===== config.mk =====
export PLATFORM = sky130hd
export DESIGN_NAME = parking_exit_controller
export DESIGN_NICKNAME = d
export VERILOG_FILES = /design/src/rtl/parking_exit_controller.sv
export SDC_FILE = /design/constraint.sdc
export NUM_CORES = 1
export LEC_CHECK = 0
export CAP_MARGIN = 30
export CORE_ASPECT_RATIO = 1.4
export CORE_MARGIN = 5
export CORE_UTILIZATION = 25
export CTS_CLUSTER_SIZE = 8
export DETAILED_ROUTE_END_ITERATION = 8
export PLACE_DENSITY = 0.46
export REMOVE_ABC_BUFFERS = 1
export SETUP_SLACK_MARGIN = 0.15
export SKIP_CTS_REPAIR_TIMING = 1
export SLEW_MARGIN = 20
export SYNTH_ARGS = -nofsm -noshare
export SYNTH_HDL_FRONTEND = slang
export SYNTH_SLANG_ARGS = --single-unit

===== constraint.sdc =====
create_clock -name clk -period 5 [get_ports clk]
set_input_delay 1 -clock clk [delete_from_list [all_inputs] [get_ports clk]]
set_output_delay 1 -clock clk [all_outputs]
set_load 0.02 [all_outputs]

===== src/rtl/parking_exit_controller.sv =====
// Exit-side parking controller: tracks per-slot entry times, quotes a time-based
// fee on exit, waits for payment, opens the gate, then releases the slot.
module parking_exit_controller #(
  parameter int NUM_SLOTS   = 4,
  parameter int TIME_W      = 8,
  parameter int FEE_W       = 16,
  parameter int RATE        = 5,
  parameter int GATE_CYCLES = 3,
  parameter int PAY_TIMEOUT = 64,
  localparam int SW = (NUM_SLOTS > 1) ? $clog2(NUM_SLOTS) : 1
) (
  input  logic                 clk,
  input  logic                 reset,
  input  logic                 tick,
  input  logic                 assign_valid,
  input  logic [SW-1:0]        assign_slot,
  input  logic                 exit_req,
  input  logic [SW-1:0]        exit_slot,
  input  logic                 pay_ok,
  input  logic                 pay_cancel,
  output logic [FEE_W-1:0]     fee_out,
  output logic                 fee_valid,
  output logic                 gate_open,
  output logic                 release_valid,
  output logic [SW-1:0]        release_slot,
  output logic                 exit_err,
  output logic                 busy,
  output logic [NUM_SLOTS-1:0] occupied
);

  localparam int NP = 1 << SW;
  localparam int CW = $clog2(PAY_TIMEOUT + GATE_CYCLES + 1);
  localparam int PW = TIME_W + FEE_W + 32;
  localparam logic [PW-1:0] FEE_MAX = (PW'(1) << FEE_W) - PW'(1);

  typedef enum logic [2:0] {S_IDLE, S_LOOKUP, S_QUOTE, S_GATE, S_RELEASE} state_t;

  state_t                          r_state;
  logic [TIME_W-1:0]               r_now;
  logic [NUM_SLOTS-1:0][TIME_W-1:0] r_entry;
  logic [NUM_SLOTS-1:0]            r_occ;
  logic [SW-1:0]                   r_slot;
  logic [CW-1:0]                   r_cnt;
  logic [FEE_W-1:0]                r_fee;
  logic                            r_err;

  logic [NP-1:0]     w_occ_pad;
  logic              w_assign_ok;
  logic              w_exit_ok;
  logic [TIME_W-1:0] w_entry;
  logic [TIME_W-1:0] w_dur;
  logic [TIME_W-1:0] w_units;
  logic [PW-1:0]     w_prod;
  logic [FEE_W-1:0]  w_fee;

  // Padding to a power of two makes out-of-range slots read as free.
  assign w_occ_pad   = NP'(r_occ);
  assign w_assign_ok = assign_valid && (32'(assign_slot) < NUM_SLOTS) && !w_occ_pad[assign_slot];
  assign w_exit_ok   = w_occ_pad[exit_slot];

  always_comb begin
    w_entry = '0;
    for (int i = 0; i < NUM_SLOTS; i++)
      if (r_slot == SW'(i)) w_entry = r_entry[i];
  end

  // Elapsed time wraps with the counter; a zero duration still bills one unit.
  assign w_dur   = r_now - w_entry;
  assign w_units = (w_dur == '0) ? TIME_W'(1) : w_dur;
  assign w_prod  = PW'(w_units) * PW'(RATE);
  assign w_fee   = (w_prod > FEE_MAX) ? FEE_MAX[FEE_W-1:0] : w_prod[FEE_W-1:0];

  always_ff @(posedge clk or posedge reset) begin
    if (reset) begin
      r_now   <= '0;
      r_entry <= '0;
      r_occ   <= '0;
    end else begin
      if (tick) r_now <= r_now + TIME_W'(1);
      for (int i = 0; i < NUM_SLOTS; i++) begin
        if (w_assign_ok && assign_slot == SW'(i)) begin
          r_entry[i] <= r_now;
          r_occ[i]   <= 1'b1;
        end
        if (r_state == S_RELEASE && r_slot == SW'(i)) r_occ[i] <= 1'b0;
      end
    end
  end

  always_ff @(posedge clk or posedge reset) begin
    if (reset) begin
      r_state <= S_IDLE;
      r_slot  <= '0;
      r_cnt   <= '0;
      r_fee   <= '0;
      r_err   <= 1'b0;
    end else begin
      r_err <= 1'b0;
      case (r_state)
        S_IDLE: begin
          if (exit_req) begin
            if (w_exit_ok) begin
              r_slot  <= exit_slot;
              r_state <= S_LOOKUP;
            end else begin
              r_err <= 1'b1;
            end
          end
        end
        S_LOOKUP: begin
          r_fee   <= w_fee;
          r_cnt   <= '0;
          r_state <= S_QUOTE;
        end
        S_QUOTE: begin
          if (pay_ok) begin
            r_cnt   <= '0;
            r_state <= S_GATE;
          end else if (pay_cancel || r_cnt == CW'(PAY_TIMEOUT - 1)) begin
            r_state <= S_IDLE;
          end else begin
            r_cnt <= r_cnt + CW'(1);
          end
        end
        S_GATE: begin
          if (r_cnt == CW'(GATE_CYCLES - 1)) r_state <= S_RELEASE;
          else                               r_cnt   <= r_cnt + CW'(1);
        end
        S_RELEASE: r_state <= S_IDLE;
        default:   r_state <= S_IDLE;
      endcase
    end
  end

  assign fee_out       = r_fee;
  assign fee_valid     = (r_state == S_QUOTE);
  assign gate_open     = (r_state == S_GATE);
  assign release_valid = (r_state == S_RELEASE);
  assign release_slot  = r_slot;
  assign exit_err      = r_err;
  assign busy          = (r_state != S_IDLE);
  assign occupied      = r_occ;

endmodule


; Word-level counts from Yosys, hierarchy flattened
; Index checks and enable logic that the tools add are counted.
[classes]
n_lt_le_gt_ge = 3
n_reduce_logical = 24
n_eq_ne = 18
n_mul = 1
n_mux = 31
addsub = 3
[ops]
columns = operator, n
row1 = 2-to-1 mux 8 bit, 5
row2 = 2-to-1 mux 7 bit, 3
row3 = case mux 7 bit (3 select lines), 1
row4 = "> comparator 11 x 16 -> 1 bit, second input constant", 1
row5 = 2-to-1 mux 16 bit, 1
row6 = 2-to-1 mux 3 bit, 5
row7 = 2-to-1 mux 1 bit, 13
row8 = case mux 3 bit (4 select lines), 1
row9 = "multiplier 8 x 3 -> 11 bit, second input constant", 1
row10 = logical AND 1 bit, 9
row11 = "adder 8 x 1 -> 8 bit, second input constant", 1
row12 = "equality test 2 bit, second input constant", 4
row13 = zero test 8 bit, 1
row14 = nonzero test 2 bit, 4
row15 = subtractor 8 bit, 1
row16 = "adder 7 x 1 -> 7 bit, second input constant", 1
row17 = "equality test 7 x 2 -> 1 bit, second input constant", 1
row18 = "equality test 7 x 6 -> 1 bit, second input constant", 1
row19 = "equality test 3 x 2 -> 1 bit, second input constant", 2
row20 = "< comparator 2 x 3 -> 1 bit, second input constant", 2
row21 = "!= test 2 bit, second input constant", 3
row22 = AND reduction 3 bit, 2
row23 = nonzero test 3 bit, 2
row24 = binary-select mux 1 bit (select 2 bit), 2
row25 = other kinds (11), 13
[word_totals]
reg_bits = 73
input_bits = 11
word_cells = 94
output_inout_bits = 27

; Depth between registers and ports, before layout
[depth]
word_depth = 11
ltp_mapped = 20
mapped_depth_nobuf = 19

; Least setup slack after synthesis
; No wires, ideal clock.
[synth_path]
path_type = register -> register
startpoint = register r_slot[0], in the netlist release_slot[0]
endpoint = register r_fee[9], in the netlist fee_out[9]
period_less_slack_ps = 4890
arrival_time_ps = 4808
t_required_ps = 4917
setup_ps = 83
n_path_buf = 1
path_stages_with_launch = 21
path_slack_ps = 110
cell_sequence = dfrtp_1 buf_1 mux4_2 ha_1 fa_1 nand2b_1 a21oi_1 xor2_1 or3_1 or4_1 nand2_1 ha_1 ha_1 inv_1 fa_1 nor2b_1 nor3_1 o21bai_1 a21oi_1 xor2_1 o21ai_0
[synth_via]
elab_chain_len = 11
elab_cells_between_ends = 14
cone_classes = add/sub (1) / mul (1) / order compare (1) / eq/ne (3) / mux (6) / reduce/logical (2)
[synth_lines]
columns = element, line_no
row1 = "start, declared", 42  ; logic [SW-1:0] r_slot;
row2 = "start signal, assigned", 103  ; r_slot <= exit_slot;
row3 = zero test 2 bit, 64  ; if (r_slot == SW'(i)) w_entry = r_entry[i];
row4 = 2-to-1 mux 8 bit (3 in a row), 64
row5 = 2-to-1 mux 8 bit *, 64
row6 = subtractor 8 bit *, 68  ; assign w_dur = r_now - w_entry;
row7 = zero test 8 bit, 69  ; assign w_units = (w_dur == '0) ? TIME_W'(1) : w_dur;
row8 = 2-to-1 mux 8 bit *, 69
row9 = multiplier 8 x 3 -> 11 bit *, 70  ; assign w_prod = PW'(w_units) * PW'(RATE);
row10 = > comparator 11 x 16 -> 1 bit, 71  ; assign w_fee = (w_prod > FEE_MAX) ? FEE_MAX[FEE_W-1:0] : w_prod[FEE_W-1:0];
row11 = 2-to-1 mux 16 bit *, 71
row12 = "end signal, assigned", 111  ; r_fee <= w_fee;
row13 = "end, declared", 44  ; logic [FEE_W-1:0] r_fee;
; Mark *: on every way between the ends. The rest lies on a longest branch, timed or not.
; A chain may end at the register's enable or synchronous reset.

; Worst setup path in the final report
; Same ends and word-level chain as after synthesis.

==> impl_metrics.env <==
export IMPL_firstDrtPassIters=4
export IMPL_routabilityCongestion=0.770
export IMPL_cts_buffer_depth=2
export IMPL_cts_tree="built"
export IMPL_fin_setup_tns_ns=0
export IMPL_hold_path_class="register to register"
export IMPL_placed_area_um2=4300
export IMPL_cap_violations=0
export IMPL_fillers=1514
export IMPL_end_kind="register"
export IMPL_fin_skew_ns=0.00878
export IMPL_path_max_fanout=3
export IMPL_start_util_pct=25.6
export IMPL_syn_area_um2=3730
export IMPL_synth_edff_count=0
export IMPL_track_usage_pct=9.94
export IMPL_avgViaCountPerCell=4.51
export IMPL_whs_path_depth=2
export IMPL_synthDistinctLibCells=50
export IMPL_rsz0062_at_grt="false"
export IMPL_core_area_um2=14600
export IMPL_die_w_um=113
export IMPL_final_setup_viol_count=0
export IMPL_overflow=0
export IMPL_clock_root_buffer="clkbuf_16"
export IMPL_grt_pass1_wl_mm=13.9
export IMPL_grt_max_degree=34
export IMPL_port_buffers=32
export IMPL_worst_pin_slew_ns=0.861
export IMPL_fmax_ghz=0.220
export IMPL_drv_slew=0
export IMPL_clk_pin_slew_worst_paths_ns=0.06
export IMPL_cp_start_kind="register"
export IMPL_pin_count=38
export IMPL_reg2reg_depth=19
export IMPL_drt_initial_drc_count=85
export IMPL_cts_buffers=9
export IMPL_htreeDepth=3
export IMPL_dieArea_um2=17500
export IMPL_critical_path_class="register to register"
export IMPL_multi_input_area_um2=1910
export IMPL_cts_sinks=68
export IMPL_area_growth_pct=22.6
export IMPL_synth_seq_cells=68
export IMPL_rows=52
export IMPL_max_slew_margin_pct=42.3
export IMPL_worst_ep_arrival_time_ns=4.74
export IMPL_layout_drive_gt1_share_pct=18.6
export IMPL_via_count=2550
export IMPL_synth_most_common_cell="dfrtp_1"
export IMPL_syn_area_per_cell_um2=11.2
export IMPL_die_y_um=155
export IMPL_async_reset_ff_share_pct=100
export IMPL_ys_warn_count=0
export IMPL_routed_wl_mm=8.25
export IMPL_synth_cells=332
export IMPL_wl_per_cell_um=14.6
export IMPL_final_cell_area_um2=4580
export IMPL_hold_violations=0
export IMPL_status="finished, final reports clean"
export IMPL_synth_top_cell_by_area="dfrtp_1"
export IMPL_period_share_pct=90.9
export IMPL_antenna_found_initial=0
export IMPL_num_antenna_cells=0
export IMPL_drc=0
export IMPL_place_hpwl_mm=6.13
export IMPL_yosysTopAreaCellShare_pct=45.6
export IMPL_clkLatencyLatePin_ns=0.33
export IMPL_layout_min_cycle_time_ns=4.55
export IMPL_synth_area_leaders="dfrtp_1 46%, mux2_2 10%, ha_1 7.4%, mux4_2 4.2%, nand2_1 3.3%"
export IMPL_cp_required_ns=5.20
export IMPL_synth_common_cells="68 x dfrtp_1, 33 x mux2_2, 33 x nand2_1, 23 x nor2_1, 22 x ha_1"
export IMPL_synthFlopType="dfrtp_1"
export IMPL_regArea_um2=1700
export IMPL_grt_pass1_vias=2760
export IMPL_layout_nets=407
export IMPL_ant_nets=0
export IMPL_ys_seq_area_share_pct=45.6
[layer usage]
metal / GRT usage, % / vias to the layer above / share of wire (%)
met2: 17.7 / 35 / 54
met4: 3.49 / 0 / 1.4
met5: 0 / - / 0
li1: - / 1250 / -
met1: 11.7 / 1257 / 41
met3: 2.15 / 8 / 3.2
[cell usage in the layout, fill, tap and decap left out, types with 3 or more instances in the layout]
cell / Yosys / layout
conb_1: 1 / 5
clkbuf_16: 0 / 9
clkdlybuf4s50_1: 0 / 32
o21ai_0: 19 / 18
nand3_1: 5 / 5
nor3_1: 5 / 4
xor2_1: 10 / 10
inv_1: 19 / 18
mux2_2: 33 / 33
nand2b_1: 3 / 3
nor2_1: 23 / 23
xnor2_1: 8 / 8
a21oi_1: 11 / 11
mux4_2: 7 / 7
buf_4: 6 / 6
nor2b_1: 3 / 3
dfrtp_1: 68 / 68
nand2_1: 33 / 33
a21o_1: 3 / 3
nand4_1: 6 / 6
ha_1: 22 / 22
[state kept, by name, summed over array words and instances (netlist names)]
signal,cells
r_cnt,7
occupied,4
fee_out,11
r_entry,32
release_slot,2
exit_err,1
r_now,8
r_state,3
[critical path, cell delays in order, from the launching register on]
cell and delay [ns]:
dfrtp_1 0.39, mux4_2 0.51, ha_1 0.22, fa_1 0.40, nand2b_1 0.21, a21oi_1 0.18
xor2_1 0.13, or3_1 0.37, or4_1 0.50, nand2_1 0.09, ha_1 0.14, ha_1 0.16
inv_1 0.05, fa_1 0.39, nor2b_1 0.17, nor3_1 0.08, o21bai_1 0.15, a21oi_1 0.09
xor2_1 0.14, o21ai_1 0.07
[per-stage QoR]
step / setup slack (ns) / hold slack [ns] / instances / util, %
after floorplan: 0.288 / 0.442 / 322 / -
after global placement: 0.503 / 0.463 / 548 / 29.4
after detailed placement: 0.433 / 0.471 / 549 / 29.5
after CTS: 0.424 / 0.484 / 564 / 31.3
after global routing: 0.164 / 0.498 / 565 / 31.4
final: 0.455 / 0.480 / 565 / 31.4
[worst paths after layout]
kind | from | end | slack (ns)
min reg2reg | fee_out[7]$_DFFE_PP0P_ | fee_out[7]$_DFFE_PP0P_ | 0.48
max | release_slot[0]$_DFFE_PP0P_ | fee_out[9]$_DFFE_PP0P_ | 0.45
max reg2reg | release_slot[0]$_DFFE_PP0P_ | fee_out[9]$_DFFE_PP0P_ | 0.45
max in group asynchronous | reset | r_entry[16]$_DFFE_PP0P_ | 3.19
min | fee_out[7]$_DFFE_PP0P_ | fee_out[7]$_DFFE_PP0P_ | 0.48
min in group asynchronous | reset | r_cnt[0]$_DFFE_PP0P_ | 0.95
[kinds of logic (layout without fill, tap and decap cells)]
| family | Yosys count | after routing | share of synthesized area, % |
|---|---|---|---|
| other | 1 | 5 | 0.100 |
| xor gates and xnor gates | 19 | 19 | 4.66 |
| DFF | 68 | 68 | 45.6 |
| muxes | 44 | 44 | 16.1 |
| AOI/OAI and AO/OA | 47 | 47 | 8.25 |
| adders and majority gates | 24 | 24 | 8.45 |
| buffers and inverters | 33 | 73 | 3.92 |
| and+or+nand+nor | 96 | 96 | 12.9 |
[area by class of cell]
class / count / area share [%]
sequential: 68 / 37.2
inverter: 19 / 1.56
timing repair buffer: 39 / 8.42
tap: 189 / 5.17
clock inverter: 2 / 0.219
clock buffer: 13 / 5.69
multi-input combinational: 235 / 41.8
Power is left out: the tool's default activity adds up to more than one toggle a clock period on the data nets, which glitch-free logic cannot reach.
